File: src/rtl/alu_issue_if.sv
// alu_issue_if: instruction-in and result-out valid/ready channels of alu_issue_ctrl
interface alu_issue_if;
   logic        in_valid;
   logic        in_ready;
   logic [15:0] in_instr;
   logic        res_valid;
   logic        res_ready;
   logic [7:0]  res_data;
   logic [1:0]  res_rd;
   logic        res_zero;
   modport master (output in_valid, in_instr, res_ready, input in_ready, res_valid, res_data, res_rd, res_zero);
   modport slave  (input in_valid, in_instr, res_ready, output in_ready, res_valid, res_data, res_rd, res_zero);
endinterface

File: src/rtl/alu_issue_ctrl.sv
// alu_issue_ctrl: issue/writeback controller around an external 8-bit ALU, IDLE->EXEC->RESP per instruction.
// Optional ALU_ISSUE_PERF_EN adds a saturating completed-result counter on instr_cnt.
module alu_issue_ctrl #(
   parameter logic [7:0] RF_RESET_VAL = 8'h00,
   parameter bit         LI_SETS_ZERO = 1'b1
) (
   input  logic       clk,
   input  logic       rst,
   alu_issue_if.slave bus,
   output logic [7:0] alu_a,
   output logic [7:0] alu_b,
   output logic [2:0] alu_op,
   input  logic [7:0] alu_y,
   input  logic       alu_zero,
   output logic       zero_flag_q,
   output logic       busy
`ifdef ALU_ISSUE_PERF_EN
   ,
   output logic [15:0] instr_cnt
`endif
);
   typedef enum logic [1:0] {IDLE, EXEC, RESP} state_t;
   state_t      state_q, state_d;
   logic [7:0]  rf_q [4];
   logic [7:0]  alu_a_q, alu_b_q, imm_q, res_data_q, wdata;
   logic [2:0]  alu_op_q;
   logic [1:0]  rd_q;
   logic        li_q, res_zero_q, wzero, acc, done;
   logic        unused_bits;
   assign unused_bits = ^bus.in_instr[5:0];
   always_ff @(posedge clk or posedge rst)
      if (rst) state_q <= IDLE;
      else     state_q <= state_d;
   always_comb begin
      acc = state_q == IDLE && bus.in_valid;
      done = state_q == RESP && bus.res_ready;
      state_d = acc ? EXEC : state_q == EXEC ? RESP : done ? IDLE : state_q;
      wdata = li_q ? imm_q : alu_y;
      wzero = li_q ? imm_q == 8'h00 : alu_zero;
   end
   always_ff @(posedge clk or posedge rst)
      if (rst) begin
         for (int i = 0; i < 4; i++) rf_q[i] <= RF_RESET_VAL;
         {alu_a_q, alu_b_q, alu_op_q, imm_q, res_data_q, rd_q} <= '0;
         {li_q, res_zero_q, zero_flag_q} <= '0;
      end else begin
         if (acc) begin
            li_q <= bus.in_instr[15];
            rd_q <= bus.in_instr[15] ? bus.in_instr[9:8] : bus.in_instr[11:10];
            imm_q <= bus.in_instr[7:0];
            if (!bus.in_instr[15]) begin
               alu_a_q <= rf_q[bus.in_instr[9:8]];
               alu_b_q <= rf_q[bus.in_instr[7:6]];
               alu_op_q <= bus.in_instr[14:12];
            end
         end
         // operands were captured at accept, so rd==rs writes cannot disturb them
         if (state_q == EXEC) begin
            rf_q[rd_q] <= wdata;
            res_data_q <= wdata;
            res_zero_q <= wzero;
            if (!li_q || LI_SETS_ZERO) zero_flag_q <= wzero;
         end
      end
`ifdef ALU_ISSUE_PERF_EN
   logic [15:0] cnt_q;
   always_ff @(posedge clk or posedge rst)
      if (rst) cnt_q <= '0;
      else if (done && cnt_q != 16'hFFFF) cnt_q <= cnt_q + 16'd1;
   assign instr_cnt = cnt_q;
`endif
   assign bus.in_ready = state_q == IDLE;
   assign bus.res_valid = state_q == RESP;
   assign bus.res_data = res_data_q;
   assign bus.res_rd = rd_q;
   assign bus.res_zero = res_zero_q;
   assign alu_a = alu_a_q;
   assign alu_b = alu_b_q;
   assign alu_op = alu_op_q;
   assign busy = state_q != IDLE;
endmodule

File: src/flat_wrapper.sv
// flat-port wrapper written by rule: the top's interface ports become plain ports
module alu_issue_ctrl_flat 
#(
   parameter logic [7:0] RF_RESET_VAL = 8'h00,
   parameter bit         LI_SETS_ZERO = 1'b1
)
  (clk, rst, alu_a, alu_b, alu_op, alu_y, alu_zero, zero_flag_q, busy, bus_in_valid, bus_in_instr, bus_res_ready, bus_in_ready, bus_res_valid, bus_res_data, bus_res_rd, bus_res_zero);
  alu_issue_if bus_i ();
  input  logic clk;
  input  logic rst;
  output logic [7:0] alu_a;
  output logic [7:0] alu_b;
  output logic [2:0] alu_op;
  input  logic [7:0] alu_y;
  input  logic alu_zero;
  output logic zero_flag_q;
  output logic busy;
  input wire logic [$bits(bus_i.in_valid)-1:0] bus_in_valid;
  input wire logic [$bits(bus_i.in_instr)-1:0] bus_in_instr;
  input wire logic [$bits(bus_i.res_ready)-1:0] bus_res_ready;
  output wire logic [$bits(bus_i.in_ready)-1:0] bus_in_ready;
  output wire logic [$bits(bus_i.res_valid)-1:0] bus_res_valid;
  output wire logic [$bits(bus_i.res_data)-1:0] bus_res_data;
  output wire logic [$bits(bus_i.res_rd)-1:0] bus_res_rd;
  output wire logic [$bits(bus_i.res_zero)-1:0] bus_res_zero;
  assign bus_i.in_valid = bus_in_valid;
  assign bus_i.in_instr = bus_in_instr;
  assign bus_i.res_ready = bus_res_ready;
  assign bus_in_ready = bus_i.in_ready;
  assign bus_res_valid = bus_i.res_valid;
  assign bus_res_data = bus_i.res_data;
  assign bus_res_rd = bus_i.res_rd;
  assign bus_res_zero = bus_i.res_zero;
  alu_issue_ctrl #(.RF_RESET_VAL(RF_RESET_VAL), .LI_SETS_ZERO(LI_SETS_ZERO)) u_core (.clk(clk), .rst(rst), .bus(bus_i), .alu_a(alu_a), .alu_b(alu_b), .alu_op(alu_op), .alu_y(alu_y), .alu_zero(alu_zero), .zero_flag_q(zero_flag_q), .busy(busy));
endmodule
File: config.mk
export PLATFORM = sky130hd
export DESIGN_NAME = alu_issue_ctrl_flat
export DESIGN_NICKNAME = d
export VERILOG_FILES = /design/src/rtl/alu_issue_if.sv /design/src/rtl/alu_issue_ctrl.sv /design/src/flat_wrapper.sv
export SDC_FILE = /design/constraint.sdc
export NUM_CORES = 1
export LEC_CHECK = 0
export CORE_MARGIN = 4
export CORE_UTILIZATION = 54
export CTS_BUF_LIST = sky130_fd_sc_hd__clkbuf_2 sky130_fd_sc_hd__clkbuf_4 sky130_fd_sc_hd__clkbuf_8
export DETAILED_ROUTE_END_ITERATION = 16
export GPL_ROUTABILITY_DRIVEN = 1
export PLACE_DENSITY_LB_ADDON = 0.3
export SYNTH_ARGS = -nofsm -noshare
export SYNTH_HDL_FRONTEND = slang
export SYNTH_SLANG_ARGS = --single-unit
export TNS_END_PERCENT = 30
File: constraint.sdc
create_clock -name clk -period 3.22 [get_ports clk]
set_input_delay 0.805 -clock clk [delete_from_list [all_inputs] [get_ports clk]]
set_output_delay 0.805 -clock clk [all_outputs]
set_load 0.01 [all_outputs]
# --- Yosys cells after proc, flatten, opt, wreduce, memory -nomap -nowiden ---
# Cells that the tools add are included.
totals:
  reg_bits: 73
  input_bits: 29
classes:
  magnitude_cmp: 4
  eq_ne: 2
  n_mux: 15
  n_bitwise: 4
  n_reduce_logical: 8
op_table:
  columns: ["cell", "count"]
  rows:
  - ["two-way mux 8 bit", 6]
  - ["binary-select mux 8 bit (select 2 bit)", 2]
  - ["bitwise mux 32 bit", 1]
  - ["demux 8 bit (select 2 bit)", 1]
  - ["greater-or-equal comparator 3 bit (second input constant)", 3]
  - ["NOT 2 -> 3 bit", 3]
  - ["logical NOT 8 bit", 1]
  - ["two-way mux 2 bit", 4]
  - ["logical AND 1 bit", 3]
  - ["less-than comparator 3 x 1 -> 1 bit (second input constant)", 1]
  - ["nonzero test 3 bit", 1]
  - ["equality test 2 x 1 -> 1 bit (second input constant)", 1]
  - ["equality test 2 bit (second input constant)", 1]
  - ["logical NOT 2 bit", 1]
  - ["AND reduction 2 bit", 1]
  - ["nonzero test 2 bit", 1]
  - ["two-way mux 1 bit", 1]
  - ["NOT 1 bit", 1]

# --- Logic depth before layout (Yosys ltp) ---
logic_depth:
  ltp_word: 6
  ltp_mapped: 6
  mapped_depth_nobuf: 3

# --- Worst setup path after synthesis ---
# Ideal clock, no wire load.
synth_timing:
  kind: "input -> register"
  from: "input bus_in_instr[8]"
  to: "register u_core.alu_a_q[0], in the netlist u_core.alu_a[0]"
  arrival_ns: 1.841
  t_required_ns: 3.093
  path_slack_ns: 1.252
  stages: 3
  cell_sequence: "buf_2 > mux4_2 > mux2_1"
synth_between:
  elab_chain_len: 4
synth_lines:
  columns: ["element", "line", "rtl"]
  rows:
  - ["from (decl)", "flat_wrapper.sv:19", "input wire logic [$bits(bus_i.in_instr)-1:0] bus_in_instr;"]
  - ["NOT 2 -> 3 bit (not written as such)", "alu_issue_ctrl.sv:52", "alu_a_q <= rf_q[bus.in_instr[9:8]];"]
  - ["binary-select mux 8 bit (select 2 bit)", "alu_issue_ctrl.sv:52", null]
  - ["two-way mux 8 bit (not written as such) (2 in a row)", "alu_issue_ctrl.sv:52", null]
  - ["to (signal assigned)", "alu_issue_ctrl.sv:52", null]
  - ["to (decl)", "alu_issue_ctrl.sv:25", "logic [7:0] alu_a_q, alu_b_q, imm_q, res_data_q, wdata;"]
# Every way passes these cells. The select of a mux whose other input is x is not followed.
# A chain may end at the register's enable or synchronous reset.

# --- Final worst setup path ---
layout_timing:
  from: "register u_core.state_q[1]"
  to: "output bus_res_valid"
layout_between:
  elab_chain_len: 1
layout_lines:
  columns: ["element", "line", "rtl"]
  rows:
  - ["from (decl)", "alu_issue_ctrl.sv:23", "state_t state_q, state_d;"]
  - ["from (signal assigned)", "alu_issue_ctrl.sv:33", "else state_q <= state_d;"]
  - ["equality test 2 bit", "alu_issue_ctrl.sv:73", "assign bus.res_valid = state_q == RESP;"]
  - ["to (decl)", "flat_wrapper.sv:22", "output wire logic [$bits(bus_i.res_valid)-1:0] bus_res_valid;"]
# Every way passes these cells.

==> flow_summary_export.csv <==
group,metric,value,unit
place,place_inst,376,
global_route,grt_use_total,22.0,%
yosys,netlist_area,0.00328,sq mm
worst_setup_path,r2r-start,"u_core.state_q[1]",
timing,timing.final.ws_setup,0.753,ns
worst_hold_path,min_to,"u_core.alu_a[1]",
yosys,ys_ff_latch,73,
timing,slew-limit-headroom,39.5,%
timing,skew,0.00828,ns
clock_network,cts_hold_buf,0,
yosys,avgSynthCellArea,13.0,sq um
global_route,grt_pass1_wl,12.2,mm
floorplan,core.rowCount,28,
layout,drive_gt1_share,18.3,%
yosys,synth_top_area_share,55.6,%
worst_hold_path,holdCritPathClass,"flop to flop",
worst_hold_path,whs_path_depth,1,
clock_network,cts-root-buf,"clkbuf_8",
global_route,antenna_found_initial,0,
layout,final_nets,341,
global_route,grt_pass1_vias,2406,
route,antenna_left,0,
floorplan,num_io_pins,63,
clock_network,clk_pin_slew,0.08,ns
place,dp_hpwl,4.69,mm
layout,design_area,0.00418,sq mm
clock_network,cts.sinks,73,
clock_network,cts.repair.resized,0,
route,routed_wl,7.01,mm
floorplan,dieHeight,86.0,um
run,maxCapViolCount,0,
layout,final_common_cell,"dfrtp_1",
timing,finalSetupTns,0,ns
run_status,outcome,"complete, no violations",
layout,instances_no_fill,392,
timing,fin_crit_sh,76.6,%
worst_setup_path,cp-end-kind,"primary output",
timing,tightestPinTransition,0.903,ns
route,vias,2194,
timing,setup_viol,0,
worst_setup_path,reg2reg_depth,3,
worst_setup_path,critPathLaunch,"u_core.state_q[1]",
yosys,syn-num-nets,282,
floorplan,die_x,86.0,um
layout,syn2layout_area_growth,27.2,%
worst_setup_path,crit_required,2.41,ns
yosys,yosysWarnings,0,
worst_setup_path,reg2reg_to,"u_core.rf_q[25]",
clock_network,cts.path.max_buffers,2,
yosys,synth_cell_types,31,
route,drc,0,
floorplan,die_area,0.00739,sq mm
pwr,intPower,2.83,mW
route,routedWlPerCell,17.9,um
clock_network,post_cts_buffers,0,
route,dr.pass1.iters,4,
pwr,power_frac_comb,37.1,%
global_route,grt_overflow,0,
route,drt-initial-drc-count,129,
layout,multi_input_area,0.00132,sq mm
yosys,netlist_instances,253,
yosys,synth_area_leaders,"dfrtp_1, mux4_2, a21oi_1, mux2_1, nor2_1",
pwr,power,4.18,mW
timing,drv_slew,0,
yosys,yosys.area.top_type,"dfrtp_1",
pwr,p_per_area,1000,mW/mm^2
timing,fin_crit,2.47,ns
pwr,leakagePower,1.74,nW
pwr,p_sw,1.35,mW
yosys,yosysSeqAreaShare,55.6,%
pwr,pwr-share-clk,21.7,%
place,place_ws,0.482,ns
floorplan,initial_core_util,55.5,%
clock_network,insertion_delay,0.35,ns
layout,regArea,0.00183,sq mm
worst_setup_path,start_kind,"flop",
pwr,switching_share,32.4,%
worst_setup_path,worst-setup-path-type,"flop to primary output",
worst_hold_path,min_from,"u_core.alu_a[1]",
clock_network,cts_tree,"done",
timing,grt_setup_unrepaired,"no",
worst_setup_path,arrival,1.66,ns
worst_setup_path,r2r_slack,1.48,ns
clock_network,numCtsBuffers,9,
floorplan,design.core.area,0.00592,sq mm
layout,final.fill_count,430,
timing,hold_viol,0,
place,port_buffers,62,
layout,diodes,0,
place,placed_cell_area,0.00392,sq mm
global_route,grt_max_degree,43,
timing,max_freq,0.405,GHz
clock_network,htreeDepth,3,
pwr,seq_power_share,41.2,%
place,gp_congestion,0.748,
route,routed_via_density,5.60,
layout,final_cell_mix,"dfrtp_1, clkdlybuf4s50_1, nor2_1, a21oi_1",
worst_setup_path,cp_max_fo,10,
pwr,ir_drop,547,uV
registers in the layout, summed over array words and instances, names as in the netlist, 2 cells and up:
name / cells
u_core.state_q: 2
u_core.alu_a: 8
u_core.rf_q: 32
u_core.alu_b: 8
u_core.alu_op: 3
u_core.bus.res_data: 8
u_core.imm_q: 8
u_core.bus.res_rd: 2
critical path: stages, from the launching register on:
cell	delay (ns)
dfrtp_1	0.60
nor2b_1	0.18
clkdlybuf4s50_1	0.54
cell usage after synthesis:
cell and instances:
buf_1 2, nor4b_4 1, a22oi_1 1, mux4_2 16
nor3b_1 1, a21o_1 2, mux2i_1 10, mux2_2 8
buf_8 1, buf_6 2, and2b_4 1, buf_2 6
nand2_1 16, nor4bb_1 1, nor2_1 30, a21oi_1 27
nand2b_1 1, clkbuf_1 2, nand4b_1 1, and4bb_2 1
buf_4 4, nor4_1 1, dfrtp_1 73, nand3_1 1
nor2b_1 1, mux2_4 7, clkbuf_2 2, mux2_1 12
inv_1 5, o21ai_0 16, nor3b_4 1
power by group through the flow:
stage | Combinational [mW] | Sequential, mW | Clock (mW)
finish | 1.55 | 1.72 | 0.907
global route | 1.71 | 1.79 | 0.956
CTS | 1.57 | 1.72 | 0.920
detailed placement | 1.56 | 1.73 | 0
global placement | 1.51 | 1.70 | 0
floorplan | 0.942 | 1.68 | 0
through the flow:
step	hold WS [ns]	util, %
final	0.490	70.6
after global routing	0.495	70.6
after CTS	0.491	70.6
after detailed placement	0.473	66.2
after global placement	0.468	66.2
after floorplan	0.461	-
worst max path at each step:
stage	endpoint	slack (ns)
after floorplan	u_core.alu_a[0]	0.56
after global placement	u_core.alu_b[0]	0.52
after detailed placement	u_core.alu_b[1]	0.48
after CTS	bus_res_valid	0.74
after global routing	bus_res_valid	0.67
final	bus_res_valid	0.75
final cells by class:
class                      instances  share of cell area [%]
multi-input combinational        156                    31.7
tap                               75                    2.25
timing repair buffer              67                    15.8
inverter                           5                   0.449
clock buffer                      12                    3.80
clock inverter                     4                    2.37
sequential                        73                    43.7
per-layer routing:
| layer | wire, um | track usage [%] |
|---|---|---|
| met3 | 551 | 4.23 |
| met2 | 3380 | 34.3 |
| met1 | 2910 | 29.6 |
| met4 | 168 | 10.9 |
| met5 | 0 | 0 |
logic make-up after synthesis:
group                  after synthesis  synth area share [%]
flip-flops                          73                  55.6
AND/OR/NAND/NOR                     57                  8.76
multiplexers                        53                  24.1
AO/OA/AOI/OAI                       46                  7.24
buffers and inverters               24                  4.30
Note: power is estimated with default switching activity, not from simulation.
==> RTL change 1 (config.mk and constraints unchanged) <==
The 3 states of `state_t` get a one-hot encoding in 3 bits.
--- a/src/rtl/alu_issue_ctrl.sv
+++ b/src/rtl/alu_issue_ctrl.sv
@@ -19,7 +19,7 @@
    output logic [15:0] instr_cnt
 `endif
 );
-   typedef enum logic [1:0] {IDLE, EXEC, RESP} state_t;
+   typedef enum logic [2:0] {IDLE = 3'b001, EXEC = 3'b010, RESP = 3'b100} state_t;
    state_t      state_q, state_d;
    logic [7:0]  rf_q [4];
    logic [7:0]  alu_a_q, alu_b_q, imm_q, res_data_q, wdata;
Formal check against the unedited RTL: no difference found for any inputs over 4 cycles, from zero or initial values and one cycle with rst high; so few cycles prove little.
==> RTL change 1 against the unedited design <==
Area after synthesis is 1.7% higher. Sequential share of layout area shrank 0.22 points. Core utilization is 0.95 points higher. Routed wire length decreased by 5.7%. Setup slack got worse by 33 ps. Maximum frequency fell by 1.3%. Design area increased by 1.9%. Sequential cell count grew 1. Critical endpoint is now bus_in_ready.
Power is not compared: it rests on default switching activity, and its combinational part moved more than twofold at a synthesized area within 25%.
==> RTL change 1: results (changes against the unedited design) <==
GRT
  • GRT Total Usage: 19.66% (was 21.99%)
  • M1 GR Usage: 26.15% (was 29.64%)
  • Vias in the first global route: 2,207 (was 2,406)
  • Initial antenna violation count: 0 (unchanged)
  • Met3 Use GR: 3.422% (was 4.227%)
  • First-pass GRT wire length: 11,050 um (was 12,160 um)
  • GR Layer Usage met2: 32.34% (was 34.27%)
  • Largest net degree at the start of global routing: 41 (was 43)

Synth
  • Register bit total from synthesis: 74 (was 73)
  • Syn_area_per_cell: 15.75 um^2 (was 12.98 um^2)
  • Fraction of registers with async set/reset: 100.0% (unchanged)
  • Most used DFF post-synth: dfrtp_1 (unchanged)
  • Synth top cells by count: 74 x mux2_2, 73 x dfrtp_1, 16 x mux4_2, 6 x buf_2, 6 x nor2_1 (was 73 x dfrtp_1, 30 x nor2_1, 27 x a21oi_1)
  • Seq/Total Area, Yosys: 55.49% (was 55.62%)
  • Post-synthesis cell type count: 26 (was 31)
  • Area contributors post-synth: dfrtp_1 55%, mux2_2 25%, mux4_2 11%, nor3b_4 1.1%, buf_2 0.90% (was dfrtp_1 56%, mux4_2 11%, a21oi_1 4.1%, mux2_1 4.1%, nor2_1 3.4%)
  • Net Count, Synth: 241 (was 282)

Final layout
  • Fill cells: 429 (was 430)
  • Layout cells sized above 1: 41.34% (was 18.30%)
  • # nets final: 307 (was 341)

Place
  • Placement Setup Slack: 517.9 ps (was 482.3 ps)
  • Post-DP HPWL: 4617 um (was 4685 um)
  • Buffers on Ports: 62 (unchanged)
  • DP Cell Count: 342 (was 376)
  • Placer Congestion: 0.7697 (was 0.7484)

Route
  • Drt first pass iters: 4 (unchanged)
  • Final wirelength: 6613 um (was 7010 um)
  • Vias per cell: 5.575 (was 5.597)
  • Initial DRC count: 119 (was 129)
  • Via count: 1,996 (was 2,194)

Pwr
  • Leakage: 1.929 nW

Clock tree
  • Post-cts resize count: 0 (unchanged)
  • Clk slew on worst S/H paths: 70 ps
  • H-tree Lvls: 3 (unchanged)
  • Clk_lat worst skew: 330 ps (was 350 ps)

Setup path
  • CP Data Arrival Time: 1690 ps (was 1660 ps)
  • Worst-path maximum fanout: 8 (was 10)

STA
  • Post-Route Skew: 6.096 ps (was 8.278 ps)
  • Slew @ Worst Pin: 662.6 ps (was 903.0 ps)

Outcome
  • Status: complete, no violations (unchanged)
-- RTL change 1: kinds of logic (layout without fill, tap and decap cells) --
kind of cell           Yosys count  count (layout)  share of synthesized area, %
AOI/OAI and AO/OA                9               9                         1.461
DFF                             74              74                         55.49
and+or+nand+nor                 19              19                         4.122
muxes                           93              93                         36.68
buffers and inverters           17              88                         2.248
-- RTL change 1: path summary, 6_finish.rpt --
| check | from | slack, ps | depth (start not counted) | end |
|---|---|---|---|---|
| setup / recovery | u_core.state_q[0]$_DFFE_PP1P_ | 720 | 2 | bus_in_ready |
| hold / removal | u_core.alu_a[3]$_DFFE_PP0P_ | 510 | 1 | u_core.alu_a[3]$_DFFE_PP0P_ |
| setup reg to reg | u_core.state_q[0]$_DFFE_PP1P_ | 1070 | 3 | u_core.rf_q[24]$_DFFE_PP0P_ |
| hold reg to reg | u_core.alu_a[3]$_DFFE_PP0P_ | 510 | 1 | u_core.alu_a[3]$_DFFE_PP0P_ |
| max in group asynchronous | rst | 1850 | 3 | u_core.state_q[0]$_DFFE_PP1P_ |
| min in group asynchronous | rst | 770 | 2 | u_core.alu_op[1]$_DFFE_PP0P_ |
-- RTL change 1: routing by layer --
metal / wire length [um] / share of wire [%] / vias up
met4: 97 / 1.5 / 0
met1: 2951 / 45 / 1011
li1: - / - / 914
met2: 3225 / 49 / 61
met5: 0 / 0 / -
met3: 338 / 5.1 / 10
-- RTL change 1: per-stage QoR --
stage          instance area [um^2]  hold WS [ps]
3_3_place_gp                   4050         488.1
2_1_floorplan                  3339         471.2
4_1_cts                        4259         512.0
5_1_grt                        4259         519.9
3_5_place_dp                   4050         494.7
6_report                       4259         505.6
-- RTL change 1: power by group through the flow --
stage | Combinational, mW | Clock [mW] | Sequential [mW]
detailed placement | 0.120 | 0 | 0.964
floorplan | 0.0635 | 0 | 0.962
CTS | 0.120 | 0.762 | 0.946
global placement | 0.118 | 0 | 0.963
finish | 0.118 | 0.750 | 0.946
global route | 0.129 | 0.808 | 0.947
-- RTL change 1: worst max-delay path, stage by stage (launching register included) --
cell             delay (ps)
dfstp_2                 610
and3_1                  200
clkdlybuf4s50_1         540
-- RTL change 1: area by class of cell --
cell class                 instances  area share, %
timing repair buffer              67          15.75
sequential                        74          43.51
clock buffer                      14          4.083
inverter                           5         0.4407
multi-input combinational        121          33.20
tap                               75          2.203
clock inverter                     2         0.8226
==> RTL change 2 (same flow settings) <==
Without the edit above. `LI_SETS_ZERO` is set to 1'b1 in 2 places; all go to 1'b0.
--- a/src/rtl/alu_issue_ctrl.sv
+++ b/src/rtl/alu_issue_ctrl.sv
@@ -2,7 +2,7 @@
 // Optional ALU_ISSUE_PERF_EN adds a saturating completed-result counter on instr_cnt.
 module alu_issue_ctrl #(
    parameter logic [7:0] RF_RESET_VAL = 8'h00,
-   parameter bit         LI_SETS_ZERO = 1'b1
+   parameter bit         LI_SETS_ZERO = 1'b0
 ) (
    input  logic       clk,
    input  logic       rst,
--- a/src/flat_wrapper.sv
+++ b/src/flat_wrapper.sv
@@ -2,7 +2,7 @@
 module alu_issue_ctrl_flat 
 #(
    parameter logic [7:0] RF_RESET_VAL = 8'h00,
-   parameter bit         LI_SETS_ZERO = 1'b1
+   parameter bit         LI_SETS_ZERO = 1'b0
 )
   (clk, rst, alu_a, alu_b, alu_op, alu_y, alu_zero, zero_flag_q, busy, bus_in_valid, bus_in_instr, bus_res_ready, bus_in_ready, bus_res_valid, bus_res_data, bus_res_rd, bus_res_zero);
   alu_issue_if bus_i ();
Check against the original RTL: not equivalent (Yosys sat finds a counterexample within 4 cycles, from zero or initial values and one cycle with rst high).
==> RTL change 2 against the unedited design <==
Sequential share of layout area grew 0.55 points. Area after synthesis decreased by 0.11%. Sequential cell count is 1 higher. Design area rose by 0.12%. Maximum frequency down 0.63%. Critical path type unchanged. Setup slack worse by 16 ps. Highest routed layer unchanged. Routed wire length fell by 2.2%. Total power is 2.8% lower.
==> RTL change 2: results (changes against the unedited design) <==
Route
  • Initial DRC count: 115 (was 129)

Pwr
  • Leakage: 1.732 nW (was 1.744 nW)
  • Peak VDD IR: 0.5446 mV (was 0.5471 mV)
  • Net switching fraction of the power: 33.06% (was 32.38%)

Final layout
  • Fill cells: 413 (was 430)
  • # nets final: 345 (was 341)
  • Layout cells sized above 1: 16.82% (was 18.30%)

Place
  • Placer Congestion: 0.7742 (was 0.7484)
  • Post-DP Area: 3960 um^2 (was 3920 um^2)
  • Post-DP HPWL: 4692 um (was 4685 um)

Synth
  • Net Count, Synth: 284 (was 282)
  • Area contributors post-synth: dfrtp_1 56%, mux4_2 11%, mux2_1 6.2%, a21oi_1 4.1%, nor2_1 3.5% (was dfrtp_1 56%, mux4_2 11%, a21oi_1 4.1%, mux2_1 4.1%, nor2_1 3.4%)
  • Post-synthesis cell type count: 29 (was 31)
  • Synth top cells by count: 74 x dfrtp_1, 31 x nor2_1, 27 x a21oi_1, 18 x mux2_1 (was 73 x dfrtp_1, 30 x nor2_1, 27 x a21oi_1)

GRT
  • M1 GR Usage: 27.36% (was 29.64%)
  • GR Layer Usage met2: 33.22% (was 34.27%)
  • First-pass GRT wire length: 11,400 um (was 12,160 um)
  • Met3 Use GR: 2.786% (was 4.227%)
  • GRT Total Usage: 20.45% (was 21.99%)
  • Vias in the first global route: 2,315 (was 2,406)

Worst hold path
  • Hold Path End: u_core.alu_a[6]$_DFFE_PP0P_ (was u_core.alu_a[1]$_DFFE_PP0P_)

STA
  • Slew @ Worst Pin: 912.4 ps (was 903.0 ps)
  • Hold slack: 485.8 ps (was 489.6 ps)
  • Post-Route Skew: 9.068 ps (was 8.278 ps)

Outcome
  • Status: complete, no violations (unchanged)

Setup path
  • R2R Path End: u_core.alu_a[1]$_DFFE_PP0P_ (was u_core.rf_q[25]$_DFFE_PP0P_)
## RTL change 2: layout make-up
class                   instances  area [um^2]  area share, %
inverters                       5        18.77         0.4487
repair buffers                 68        678.2          16.21
well taps                      75        93.84          2.243
multi-input cells             158         1318          31.50
clock inverters                 5        77.57          1.855
flip-flops and latches         74         1852          44.27
clock buffers                  11        145.1          3.470
## RTL change 2: through the flow
stage	utilization (%)	total power [mW]	setup slack, ps	instances
after CTS	70.65	4.091	725.7	396
final	70.65	4.063	737.4	396
after global routing	70.65	4.328	630.8	396
after global placement	66.88	3.203	524.9	380
after detailed placement	66.88	3.284	500.6	380
after floorplan	-	2.590	533.4	255
## RTL change 2: worst max-delay path, cell delays in order, from the launching register on
cell	delay, ps
dfrtp_1	610
nor2b_1	180
clkdlybuf4s50_1	540
## RTL change 2: kinds of logic (layout without fill, tap and decap cells)
family / count (synthesis) / in the layout / share of synthesized area, %
mux: 54 / 54 / 23.76
flops: 74 / 74 / 56.45
simple gates: 58 / 58 / 8.772
buf+inv: 23 / 89 / 3.776
compound gates: 46 / 46 / 7.246
## RTL change 2: metal layers
layer / up-vias / wire length [um]
li1: 1031 / -
met1: 1105 / 2908
met2: 70 / 3453
met3: 11 / 368
met4: 0 / 127
met5: - / 0
## RTL change 2: power by group through the flow
stage	Clock, mW	Sequential [mW]	Combinational (mW)
6_report	0.797	1.75	1.52
3_3_place_gp	0	1.72	1.48
2_1_floorplan	0	1.70	0.890
4_1_cts	0.807	1.74	1.54
3_5_place_dp	0	1.76	1.53
5_1_grt	0.846	1.82	1.66
